## config.mk

```make
export PLATFORM = sky130hd
export DESIGN_NAME = alu_seq
export DESIGN_NICKNAME = d
export VERILOG_FILES = /design/src/rtl/alu_seq.sv
export SDC_FILE = /design/constraint.sdc
export NUM_CORES = 1
export LEC_CHECK = 0
export ABC_AREA = 0
export BUFFER_PORTS_ARGS = -buffer_cell sky130_fd_sc_hd__buf_4
export CELL_PAD_IN_SITES_DETAIL_PLACEMENT = 0
export CELL_PAD_IN_SITES_GLOBAL_PLACEMENT = 1
export CORE_AREA = 5 5 175 177
export CTS_CLUSTER_DIAMETER = 40
export DETAILED_ROUTE_END_ITERATION = 8
export DIE_AREA = 0 0 180 182
export HOLD_SLACK_MARGIN = 0.15
export PLACE_DENSITY_LB_ADDON = 0.1
export SLEW_MARGIN = 5
export SYNTH_ARGS = -nofsm -noshare
export SYNTH_HDL_FRONTEND = slang
export SYNTH_SLANG_ARGS = --single-unit
```

## constraint.sdc

```tcl
create_clock -name clk -period 1.24 [get_ports clk]
set_input_delay 0.124 -clock clk [delete_from_list [all_inputs] [get_ports clk]]
set_output_delay 0.124 -clock clk [all_outputs]
set_load 0.1 [all_outputs]
```

## src/rtl/alu_seq.sv

```systemverilog
// alu_seq: handshaked RV32I integer ALU (OP / OP-IMM) with a registered, back-pressurable result.
// Define ALU_MULDIV_EN to compile in the iterative M-extension multiply/divide unit (CALC state).
module alu_seq #(
    parameter int XLEN = 32,
    parameter int SHW  = $clog2(XLEN)
) (
    input  logic            clk,
    input  logic            rst,
    input  logic            in_valid,
    output logic            in_ready,
    input  logic [2:0]      funct3,
    input  logic [6:0]      funct7,
    input  logic            alu_sel,
    input  logic [XLEN-1:0] x,
    input  logic [XLEN-1:0] y,
    output logic            out_valid,
    input  logic            out_ready,
    output logic [XLEN-1:0] out,
    output logic            illegal
);

    typedef enum logic [1:0] {
        IDLE = 2'd0,
`ifdef ALU_MULDIV_EN
        CALC = 2'd1,
`endif
        DONE = 2'd2
    } state_t;

    state_t state_r;

    logic [XLEN-1:0] alu_res_s;
    logic            alu_ill_s;
    logic            md_sel_s;
    logic            f7_zero_s;
    logic            f7_alt_s;
    logic            lt_s;
    logic            ltu_s;
    logic [SHW-1:0]  shamt_s;

    assign f7_zero_s = (funct7 == 7'h00);
    assign f7_alt_s  = (funct7 == 7'h20);
    assign lt_s      = ($signed(x) < $signed(y));
    assign ltu_s     = (x < y);
    assign shamt_s   = y[SHW-1:0];

`ifdef ALU_MULDIV_EN
    assign md_sel_s = !alu_sel && (funct7 == 7'h01);
`else
    assign md_sel_s = 1'b0;
`endif

    // Single-cycle decode; immediate forms only check funct7 on shifts, ADDI ignores it entirely.
    always_comb begin
        alu_res_s = {XLEN{1'b0}};
        alu_ill_s = 1'b0;
        case (funct3)
            3'b000: begin
                if (alu_sel || f7_zero_s) begin
                    alu_res_s = x + y;
                end else if (f7_alt_s) begin
                    alu_res_s = x - y;
                end else begin
                    alu_ill_s = 1'b1;
                end
            end
            3'b001: begin
                if (f7_zero_s) begin
                    alu_res_s = x << shamt_s;
                end else begin
                    alu_ill_s = 1'b1;
                end
            end
            3'b010: begin
                if (alu_sel || f7_zero_s) begin
                    alu_res_s = {{(XLEN-1){1'b0}}, lt_s};
                end else begin
                    alu_ill_s = 1'b1;
                end
            end
            3'b011: begin
                if (alu_sel || f7_zero_s) begin
                    alu_res_s = {{(XLEN-1){1'b0}}, ltu_s};
                end else begin
                    alu_ill_s = 1'b1;
                end
            end
            3'b100: begin
                if (alu_sel || f7_zero_s) begin
                    alu_res_s = x ^ y;
                end else begin
                    alu_ill_s = 1'b1;
                end
            end
            3'b101: begin
                if (f7_zero_s) begin
                    alu_res_s = x >> shamt_s;
                end else if (f7_alt_s) begin
                    alu_res_s = $signed(x) >>> shamt_s;
                end else begin
                    alu_ill_s = 1'b1;
                end
            end
            3'b110: begin
                if (alu_sel || f7_zero_s) begin
                    alu_res_s = x | y;
                end else begin
                    alu_ill_s = 1'b1;
                end
            end
            3'b111: begin
                if (alu_sel || f7_zero_s) begin
                    alu_res_s = x & y;
                end else begin
                    alu_ill_s = 1'b1;
                end
            end
            default: begin
                alu_ill_s = 1'b1;
            end
        endcase
    end

`ifdef ALU_MULDIV_EN
    // Shared iteration registers: multiply uses {hi,lo} as accumulator/multiplier,
    // divide uses hi as partial remainder and lo as dividend/quotient.
    logic [SHW-1:0]      cnt_r;
    logic [2:0]          op_r;
    logic [XLEN:0]       hi_r;
    logic [XLEN-1:0]     lo_r;
    logic [XLEN-1:0]     b_r;
    logic                neg_r;
    logic                neg_rem_r;
    logic                dz_r;

    logic                sx_s;
    logic                sy_s;
    logic [XLEN-1:0]     mag_x_s;
    logic [XLEN-1:0]     mag_y_s;
    logic [XLEN:0]       sum_s;
    logic [XLEN:0]       shl_s;
    logic [XLEN:0]       trial_s;
    logic [XLEN:0]       hi_nxt_s;
    logic [XLEN-1:0]     lo_nxt_s;
    logic [2*XLEN-1:0]   prod_s;
    logic [2*XLEN-1:0]   prod_fix_s;
    logic [XLEN-1:0]     q_s;
    logic [XLEN-1:0]     r_s;
    logic [XLEN-1:0]     md_res_s;

    assign sx_s    = x[XLEN-1] && ((funct3 == 3'b001) || (funct3 == 3'b010) ||
                                   (funct3 == 3'b100) || (funct3 == 3'b110));
    assign sy_s    = y[XLEN-1] && ((funct3 == 3'b001) || (funct3 == 3'b100) ||
                                   (funct3 == 3'b110));
    assign mag_x_s = sx_s ? ({XLEN{1'b0}} - x) : x;
    assign mag_y_s = sy_s ? ({XLEN{1'b0}} - y) : y;

    // One shift-add or restoring-divide step per CALC cycle.
    always_comb begin
        sum_s    = hi_r + (lo_r[0] ? {1'b0, b_r} : {(XLEN+1){1'b0}});
        shl_s    = {hi_r[XLEN-1:0], lo_r[XLEN-1]};
        trial_s  = shl_s - {1'b0, b_r};
        hi_nxt_s = {(XLEN+1){1'b0}};
        lo_nxt_s = {XLEN{1'b0}};
        if (op_r[2]) begin
            if (trial_s[XLEN]) begin
                hi_nxt_s = shl_s;
                lo_nxt_s = {lo_r[XLEN-2:0], 1'b0};
            end else begin
                hi_nxt_s = trial_s;
                lo_nxt_s = {lo_r[XLEN-2:0], 1'b1};
            end
        end else begin
            hi_nxt_s = {1'b0, sum_s[XLEN:1]};
            lo_nxt_s = {sum_s[0], lo_r[XLEN-1:1]};
        end
    end

    // Sign fix-up applied to the final step's values; divide-by-zero overrides the quotient.
    always_comb begin
        prod_s     = {hi_nxt_s[XLEN-1:0], lo_nxt_s};
        prod_fix_s = neg_r ? ({(2*XLEN){1'b0}} - prod_s) : prod_s;
        q_s        = dz_r ? {XLEN{1'b1}} : (neg_r ? ({XLEN{1'b0}} - lo_nxt_s) : lo_nxt_s);
        r_s        = neg_rem_r ? ({XLEN{1'b0}} - hi_nxt_s[XLEN-1:0]) : hi_nxt_s[XLEN-1:0];
        md_res_s   = {XLEN{1'b0}};
        case (op_r)
            3'b000:                 md_res_s = prod_fix_s[XLEN-1:0];
            3'b001, 3'b010, 3'b011: md_res_s = prod_fix_s[2*XLEN-1:XLEN];
            3'b100, 3'b101:         md_res_s = q_s;
            3'b110, 3'b111:         md_res_s = r_s;
            default:                md_res_s = {XLEN{1'b0}};
        endcase
    end
`endif

    // Control FSM with registered handshake and result outputs.
    always_ff @(posedge clk or negedge rst) begin
        if (!rst) begin
            state_r   <= IDLE;
            out       <= {XLEN{1'b0}};
            illegal   <= 1'b0;
            out_valid <= 1'b0;
            in_ready  <= 1'b1;
`ifdef ALU_MULDIV_EN
            cnt_r     <= {SHW{1'b0}};
            op_r      <= 3'b000;
            hi_r      <= {(XLEN+1){1'b0}};
            lo_r      <= {XLEN{1'b0}};
            b_r       <= {XLEN{1'b0}};
            neg_r     <= 1'b0;
            neg_rem_r <= 1'b0;
            dz_r      <= 1'b0;
`endif
        end else begin
            case (state_r)
                IDLE: begin
                    if (in_valid) begin
                        in_ready <= 1'b0;
                        if (md_sel_s) begin
`ifdef ALU_MULDIV_EN
                            state_r   <= CALC;
                            cnt_r     <= SHW'(XLEN-1);
                            op_r      <= funct3;
                            hi_r      <= {(XLEN+1){1'b0}};
                            lo_r      <= mag_x_s;
                            b_r       <= mag_y_s;
                            neg_r     <= sx_s ^ sy_s;
                            neg_rem_r <= sx_s;
                            dz_r      <= funct3[2] && (y == {XLEN{1'b0}});
`else
                            state_r   <= IDLE;
`endif
                        end else begin
                            state_r   <= DONE;
                            out       <= alu_res_s;
                            illegal   <= alu_ill_s;
                            out_valid <= 1'b1;
                        end
                    end
                end
`ifdef ALU_MULDIV_EN
                CALC: begin
                    hi_r <= hi_nxt_s;
                    lo_r <= lo_nxt_s;
                    if (cnt_r == {SHW{1'b0}}) begin
                        state_r   <= DONE;
                        out       <= md_res_s;
                        illegal   <= 1'b0;
                        out_valid <= 1'b1;
                    end else begin
                        cnt_r <= cnt_r - {{(SHW-1){1'b0}}, 1'b1};
                    end
                end
`endif
                DONE: begin
                    if (out_ready) begin
                        state_r   <= IDLE;
                        out_valid <= 1'b0;
                        in_ready  <= 1'b1;
                    end
                end
                default: begin
                    state_r   <= IDLE;
                    out_valid <= 1'b0;
                    in_ready  <= 1'b1;
                end
            endcase
        end
    end

endmodule

```

==> impl_metrics.yaml, run 1 <==
outcome:
  status: "complete, but fails checks"
  violations: "negative setup slack"
critical_path:
  timing.rr.start: "out_valid$_DFFE_PN0P_"
  reg2regPathDepth: 4
  critPathSlowestCell: "or4_4"
  crit_buf_inv: 7
  r2r-end: "out[9]$_DFFE_PN0P_"
  crit_family: "buffers and inverters"
  worstPathArrival_ns: 2.80
  r2r_setup_slack_ns: -0.43
  crit_path_max_incr_delay_ns: 0.56
  crit_fanout: 4
  path_cells: "buf_6 -> or4_4 -> buf_6 -> nor4_4 -> buf_4 -> buf_6 -> buf_12 -> nor2_4 -> nand2_1 -> o21ai_1 -> a21oi_2 -> buf_4 -> a21oi_2 -> a221oi_2 -> buf_4 -> o31ai_2"
  cp-end-kind: "flip-flop"
  crit_required_ns: 1.40
  start_kind: "input port"
  crit_type: "in2reg"
worst_hold_path:
  whs_path_depth: 3
  min_from: "in_valid"
  hold-path-endpoint: "out_valid$_DFFE_PN0P_"
  hold_class: "in2reg"
clock_tree:
  numCtsBuffers: 5
  cts_root_buffer: "clkbuf_16"
  cts_tree: "yes"
  cts_sinks: 35
  clock_latency_ns: 0.30
  cts.path.max_buffers: 2
  htreeDepth: 2
  cts.clk_slew.worst_paths_ns: 0.06
timing:
  period_needed_ns: 2.64
  rsz0062_at_grt: "yes"
  hold_viol: 0
  fin_crit_sh_pct: 213
  max_slew_margin_pct: 44.9
  fin_ws_ns: -1.40
  drv_slew: 0
  tightest_slew_ns: 0.827
  fmax_mhz: 379
  tns_ns: -39.46
  setup_viol: 33
  finalClockSkew_ns: 0.00476
global_routing:
  grt_start_max_net_pins: 74
  gr-total-overflow: 0
  antenna_found_initial: 1
  grt_pass1_vias: 13500
  grt_pass1_wl_um: 86300
  grt_usage_pct: 34.3
routing:
  ant_nets: 0
  routed_wl_um: 59400
  wl_per_cell_um: 24.7
  drc: 0
  firstDrtPassIters: 5
  via_per_inst: 5.87
  via_count: 14100
  drtIter0Drc: 1501
floorplan:
  core_area_um2: 29100
  start_util_pct: 34.3
  io_pins: 114
  fp.dieW_um: 180
  row_count: 63
  die-area_um2: 32800
  die_y_um: 182
finish:
  fin_util_pct: 59.3
  fill_cells: 2768
  finalInstanceArea_um2: 17200
  multi_input_area_um2: 9560
  regArea_um2: 881
  drive_gt1_share_pct: 47.5
  synthToLayoutAreaGrowth_pct: 73.0
  final_nets: 2194
  antenna_cells: 0
  fin_cells: 2407
pwr:
  p_leak_uw: 0.00797
  power_uw: 12600
  powerDensity_nw_per_um2: 734
  ir_drop_mv: 0.559
synth:
  ys_seq_elements: 35
  mappedNetlistArea_um2: 9970
  syn_avg_cell_area_um2: 6.99
  synth_edf_count: 0
  yosysTopAreaCell: "ha_1"
  synth_cells: 1426
  synth_flop_cell: "dfrtp_1"
  synth.area.top_cells: "ha_1, dfrtp_1, mux4_2"
  synth_top_area_share_pct: 12.2
  synthTopCellsByCount: "nor2_1, o21ai_0, nand2_1"
  synth.net_count: 1604
  synth_cell_types: 82
  synth_most_common_cell: "nor2_1"
  ys_warn_count: 0
  async_reset_ff_share_pct: 100
  ys_seq_area_share_pct: 8.80
place:
  dp.cells: 2346
  io_buffers: 113
  dpl.hpwl_um: 47600
  place_area_um2: 15200
  gp_congestion: 0.987
flow_run:
  drv_cap: 0
==> stage by stage <==
stage,worst slack (ns),hold WS (ns)
after global placement,-1.95,0.131
after detailed placement,-1.97,0.138
after global routing,-1.48,0.215
after CTS,-1.37,0.196
final,-1.40,0.200
after floorplan,-1.62,-0.172
==> final cells by class <==
type                    count  area share (%)
clock buffers               7           0.769
clock inverters             1           0.174
inverters                  98            2.37
multi-input cells        1177            55.5
flip-flops and latches     35            5.11
well taps                 390            2.83
repair buffers            699            33.3
==> what timing repair did <==
item | 4_1_cts | 5_1_grt
pin swaps | 89 | 90
hold buffers | 3 | 0
endpoints found under the setup margin | 35 | 35
endpoints found under the hold margin | 36 | 0
gates resized for setup | 206 | 126
gates cloned | 3 | 0
setup buffers | 33 | 28
==> kinds of logic after synthesis <==
family	Yosys count	synth area share, %
flip-flops	35	8.80
AND/OR/NAND/NOR	422	18.9
AO/OA/AOI/OAI	555	36.6
buffers and inverters	214	8.50
adder cells (fa/ha/maj)	99	12.6
XOR/XNOR	13	1.14
multiplexers	88	13.5
==> tightest hold or removal path: stages <==
cell and delay (ns):
buf_4 0.10, nand2_4 0.12, o21ai_1 0.11
==> how the worst max path moves through the flow <==
stage | from | to | slack (ns) | cells past startpoint
CTS | y[4] | out[27]$_DFFE_PN0P_ | -1.37 | 14
global route | x[0] | out[28]$_DFFE_PN0P_ | -1.48 | 17
finish | funct7[2] | out[4]$_DFFE_PN0P_ | -1.40 | 16
detailed placement | y[0] | out[6]$_DFFE_PN0P_ | -1.97 | 11
global placement | y[0] | out[6]$_DFFE_PN0P_ | -1.95 | 11
floorplan | y[2] | out[18]$_DFFE_PN0P_ | -1.62 | 15
==> layout by cell type (no fill, tap or decap), types with 22 or more instances in the layout <==
| cell | synthesis | layout |
|---|---|---|
| a21oi_1 | 125 | 98 |
| a21oi_2 | 0 | 22 |
| a22oi_1 | 32 | 29 |
| buf_4 | 3 | 621 |
| buf_6 | 1 | 51 |
| dfrtp_1 | 34 | 33 |
| ha_1 | 97 | 80 |
| inv_1 | 96 | 77 |
| mux2i_1 | 49 | 46 |
| mux4_2 | 37 | 37 |
| nand2_1 | 130 | 119 |
| nor2_1 | 169 | 155 |
| nor3_1 | 32 | 28 |
| o21ai_0 | 139 | 98 |
| o21ai_1 | 6 | 37 |
==> routing by layer <==
layer | global-route usage, % | wire [um] | vias to the layer above
li1 | - | - | 6497
met1 | 45.0 | 25000 | 6826
met2 | 55.4 | 26900 | 674
met3 | 6.93 | 4520 | 142
met4 | 14.0 | 2980 | 2
met5 | 0 | 19 | -
==> flip-flops by register name, indices dropped and copies added, names as in the netlist <==
| name | count |
|---|---|
| out | 32 |
| illegal | 1 |
| in_ready | 1 |
| out_valid | 1 |
==> report_power, final <==
part	leakage [uW]	internal (uW)	switching, uW
Combinational	0.00744	3860	5680
Clock	0.0000781	954	582
Sequential	0.000446	1350	215
Total	0.00797	6170	6480
No activity file was read; power rests on OpenSTA's default activity.
==> run 2, diff against run 1 <==
==> constraint.sdc (replaced) <==
create_clock -name clk -period 1.24 [get_ports clk]
set_input_delay 0.248 -clock clk [delete_from_list [all_inputs] [get_ports clk]]
set_output_delay 0.248 -clock clk [all_outputs]
set_load 0.1 [all_outputs]
==> run 2 against run 1 <==
Effect of this change: the flow still finishes with violations (negative setup slack); core utilization fell by 0.13 points; largest cell class unchanged; sequential cell count stayed put; combinational power barely moved; non-clock buffer count shrank 12; total power shrank 0.78%; first-iteration DRC count rose by 1.4%.
==> impl_metrics.yaml, run 2 (synthesized netlist as in run 1, its figures left out) <==
routing:
  wl_per_cell_um: 24.4
  via_per_inst: 5.88
  drtIter0Drc: 1522
  via_count: 14100
  ant_nets: 0
  firstDrtPassIters: 5
  routed_wl_um: 58400
  drc: 0
critical_path:
  r2r_setup_slack_ns: -0.33
  timing.rr.start: "out_valid$_DFFE_PN0P_"
  start_kind: "input port"
  reg2regPathDepth: 5
  worstPathArrival_ns: 2.99
  crit_required_ns: 1.45
  crit_type: "in2reg"
  r2r-end: "out[30]$_DFFE_PN0P_"
  crit_fanout: 3
  cp-end-kind: "flip-flop"
finish:
  finalInstanceArea_um2: 17200
  largest_reg_flops: 32
  final_common_cell: "buf_4"
  synthToLayoutAreaGrowth_pct: 72.6
  drive_gt1_share_pct: 47.5
  top_register: "out"
  fill_cells: 2703
  antenna_cells: 0
  final_cell_mix: "buf_4, nor2_1, nand2_1"
  fin_util_pct: 59.1
  final_nets: 2182
timing:
  rsz0062_at_grt: "yes"
  fmax_mhz: 360
  setup_viol: 35
  drv_slew: 0
  period_needed_ns: 2.78
  max_slew_margin_pct: 53.2
  finalClockSkew_ns: 0.00536
  hold_viol: 0
  tightest_slew_ns: 0.701
  fin_ws_ns: -1.54
  fin_crit_sh_pct: 224
pwr:
  power_uw: 12500
  powerDensity_nw_per_um2: 729
  p_leak_uw: 0.00789
  ir_drop_mv: 0.451
clock_tree:
  cts.path.max_buffers: 2
  cts.clk_slew.worst_paths_ns: 0.06
  clock_latency_ns: 0.30
  cts_tree: "yes"
  htreeDepth: 2
  cts_sinks: 35
  cts_root_buffer: "clkbuf_16"
  numCtsBuffers: 5
place:
  gp_congestion: 1.08
  place_area_um2: 15100
  io_buffers: 113
  dpl.hpwl_um: 47000
global_routing:
  grt_usage_pct: 34.2
  grt_pass1_vias: 13700
  grt_pass1_wl_um: 86700
  gr-total-overflow: 0
  grt_start_max_net_pins: 74
  antenna_found_initial: 1
outcome:
  violations: "negative setup slack"
  status: "complete, but fails checks"
floorplan:
  fp.dieW_um: 180
  die_y_um: 182
  io_pins: 114
  core_area_um2: 29100
  row_count: 63
  start_util_pct: 34.3
  die-area_um2: 32800
worst_hold_path:
  hold_class: "in2reg"
  whs_path_depth: 3
  min_from: "in_valid"
  hold-path-endpoint: "in_ready$_DFFE_PN1P_"
flow_run:
  drv_cap: 0
run 2: changes by cell type in the layout (fill, tap and decap cells not counted), moves of 4 or more:
cell     previous run  this run
buf_6              51        56
nor3_2              0         4
buf_4             621       603
ha_1               80        76
o21ai_1            37        31
nand2_1           119       123
dfrtp_1            33        28
dfrtp_2             0         5
buf_8               7        11
o21ai_0            98       104
ha_4               11        17
run 2: worst max path at each step:
stage / slack, ns / startpoint / to
after floorplan: -1.74 / y[2] / out[18]$_DFFE_PN0P_
after global placement: -2.08 / funct7[2] / out[17]$_DFFE_PN0P_
after detailed placement: -2.07 / funct7[2] / out[17]$_DFFE_PN0P_
after CTS: -1.50 / y[1] / out[27]$_DFFE_PN0P_
after global routing: -1.56 / x[3] / out[29]$_DFFE_PN0P_
final: -1.54 / x[0] / out[29]$_DFFE_PN0P_
run 2: per-stage QoR:
stage	setup slack, ns	cells	setup TNS, ns	hold WS [ns]
2_1_floorplan	-1.74	1426	-44.81	-0.0476
3_3_place_gp	-2.08	2347	-58.64	0.238
3_5_place_dp	-2.07	2347	-60.30	0.246
4_1_cts	-1.50	2388	-41.46	0.212
5_1_grt	-1.56	2395	-45.38	0.219
6_report	-1.54	2395	-43.05	0.216
run 2: final cells by class:
| cell class | instances | area (um2) | area share [%] |
|---|---|---|---|
| clock inverter | 1 | 7.51 | 0.0436 |
| multi-input combinational | 1177 | 9590 | 55.7 |
| clock buffer | 7 | 153 | 0.887 |
| tap | 390 | 488 | 2.84 |
| inverter | 98 | 400 | 2.33 |
| timing repair buffer | 687 | 5680 | 33.0 |
| sequential | 35 | 887 | 5.16 |
run 2: layer usage:
layer | global-route usage, % | share of wire (%)
met2 | 55.5 | 45
met4 | 12.2 | 4.7
met1 | 45.4 | 42
met3 | 6.65 | 8.7
met5 | 0 | 0.021
run 2: worst max-delay path, stage by stage:
cell	delay, ns
buf_8	0.10
inv_4	0.06
ha_4	0.15
buf_6	0.09
nor2_2	0.03
o211ai_1	0.36
a21oi_4	0.12
or3_4	0.41
a221o_1	0.41
a21boi_2	0.26
buf_4	0.17
o22ai_4	0.06
mux2i_1	0.12
and3_1	0.19
a211oi_2	0.21
run 2: power by group:
group	internal (uW)	total [uW]	switching [uW]
Combinational	3910	9550	5640
Clock	855	1400	546
Sequential	1360	1600	237
Total	6130	12500	6420
run 2: timing repair:
item	CTS	global route
pin swaps	111	63
resized for setup	285	53
endpoints found under the setup margin	51	41
cloned	3	0
hold buffers	2	0
setup buffers	38	14
hold endpoints to repair	35	0
==> run 3, diff against run 2 <==
--- a/config.mk
+++ b/config.mk
@@ -15,6 +15,7 @@
 export DIE_AREA = 0 0 180 182
 export HOLD_SLACK_MARGIN = 0.15
 export PLACE_DENSITY_LB_ADDON = 0.1
+export SETUP_SLACK_MARGIN = 0.15
 export SLEW_MARGIN = 5
 export SYNTH_ARGS = -nofsm -noshare
 export SYNTH_HDL_FRONTEND = slang
==> run 3 against run 2 <==
Effect of this change: the run still ends with negative setup slack left; clock skew increased by 0.0054 ns; die area unchanged; maximum frequency increased by 0.54%; largest power group unchanged; non-clock buffer count is 46 higher; combinational power increased by 7%; global-route usage grew 0.84 points; cell area rose by 4.9%; worst hold slack worse by 0.060 ns.
==> impl_metrics.yaml, run 3 (synthesized netlist as in run 1, its figures left out) <==
global_routing:
  grt_pass1_wl_um: 88800
  grt_start_max_net_pins: 74
  grt_pass1_vias: 14000
  gr-total-overflow: 0
  antenna_found_initial: 0
  grt_usage_pct: 35.0
worst_hold_path:
  min_from: "in_valid"
  hold_class: "in2reg"
clock_tree:
  cts_root_buffer: "clkbuf_16"
  cts_tree: "yes"
  cts.clk_slew.worst_paths_ns: 0.06
  htreeDepth: 2
  clock_latency_ns: 0.29
  numCtsBuffers: 5
  cts.path.max_buffers: 2
  cts_sinks: 35
floorplan:
  die_y_um: 182
  die-area_um2: 32800
  row_count: 63
  start_util_pct: 34.3
  io_pins: 114
  core_area_um2: 29100
  fp.dieW_um: 180
timing:
  max_slew_margin_pct: 45.3
  fin_crit_sh_pct: 223
  finalClockSkew_ns: 0.0107
  fin_ws_ns: -1.52
  setup_viol: 35
  drv_slew: 0
  tightest_slew_ns: 0.820
  rsz0062_at_grt: "yes"
  fmax_mhz: 362
  period_needed_ns: 2.76
  hold_viol: 0
  tns_ns: -43.56
critical_path:
  critPathSlowestCell: "or4_4"
  cp_common_cell: "buf_6"
  startpoint: "funct7[2]"
  crit_path_end: "out[17]$_DFFE_PN0P_"
  r2r_setup_slack_ns: -0.40
  crit_type: "in2reg"
  crit_buf_inv: 5
  reg2regPathDepth: 6
  crit_required_ns: 1.46
  crit_fanout: 2
  worstPathArrival_ns: 2.99
  crit_path_max_incr_delay_ns: 0.56
  crit_family: "simple AND/OR/NAND/NOR gates"
  cp-end-kind: "flip-flop"
  timing.rr.start: "out_valid$_DFFE_PN0P_"
  r2r-end: "out[30]$_DFFE_PN0P_"
  crit_cells: 15
  start_kind: "input port"
  path_cells: "buf_6 -> or4_4 -> buf_6 -> nor3_4 -> nand2b_1 -> buf_6 -> nor3_4 -> o311ai_2 -> a21oi_1 -> buf_4 -> a21oi_2 -> o211ai_1 -> o311ai_1 -> buf_4 -> o21ai_1"
routing:
  dr_wl_met2_um: 27400
  via_count: 14400
  firstDrtPassIters: 5
  dr_wl_met3_um: 4720
  wl_per_cell_um: 24.6
  met1_length_um: 24800
  ant_nets: 0
  via_per_inst: 5.89
  drtIter0Drc: 1402
  drc: 0
  routed_wl_um: 60100
  top_layer: "met4"
place:
  dp_slack_ns: -2.04
  dpl.hpwl_um: 48200
  gp_congestion: 1.02
  io_buffers: 113
outcome:
  violations: "negative setup slack"
  status: "complete, but fails checks"
finish:
  top_register: "out"
  final_nets: 2228
  largest_reg_flops: 32
  drive_gt1_share_pct: 50.9
  final_cell_mix: "buf_4, nor2_1, nand2_1"
  final_common_cell: "buf_4"
  fill_cells: 2639
  antenna_cells: 0
  synthToLayoutAreaGrowth_pct: 81.1
pwr:
  powerDensity_nw_per_um2: 735
  ir_drop_mv: 0.450
  p_leak_uw: 0.00820
flow_run:
  drv_cap: 0
## run 3: cell type report
type,count,area (um2),share of cell area [%]
sequential,35,926,5.13
clock inverter,1,5.00,0.0277
inverter,98,420,2.33
multi-input combinational,1177,9620,53.3
clock buffer,7,143,0.790
tap,390,488,2.70
timing repair buffer,733,6450,35.7
## run 3: metrics by stage
step / cells / instance area [um2] / hold slack [ns] / utilization (%) / total power, uW
6_report: 2441 / 18000 / 0.156 / 62.0 / 13300
5_1_grt: 2441 / 18000 / 0.166 / 62.0 / 13800
4_1_cts: 2421 / 17400 / 0.153 / 59.8 / 12800
3_5_place_dp: 2366 / 15400 / 0.271 / 52.9 / 10100
3_3_place_gp: 2366 / 15400 / 0.264 / 52.9 / 10100
2_1_floorplan: 1426 / 10500 / -0.0476 / - / 6250
## run 3: worst min path at each step
stage / to / depth (start not counted)
final: in_ready$_DFFE_PN1P_ / 2
after global routing: in_ready$_DFFE_PN1P_ / 2
after CTS: in_ready$_DFFE_PN1P_ / 2
after detailed placement: out_valid$_DFFE_PN0P_ / 1
after global placement: out_valid$_DFFE_PN0P_ / 1
after floorplan: illegal$_DFFE_PN0P_ / 0
## run 3: power by group
part	switching (uW)	internal, uW
Combinational	5720	4490
Clock	553	799
Sequential	298	1400
## run 3: repair_timing
action,4_1_cts,5_1_grt
resized for setup,334,107
pin swaps,93,72
endpoints found under the setup margin,68,69
gates cloned,4,0
hold endpoints to repair,35,0
setup buffers,41,20
hold buffers,2,0
## run 3: layer usage
metal  track usage, %  vias to the layer above
met5                0                        -
met1             46.2                     6974
met2             57.7                      698
li1                 -                     6566
met4             13.9                        0
met3             5.27                      136
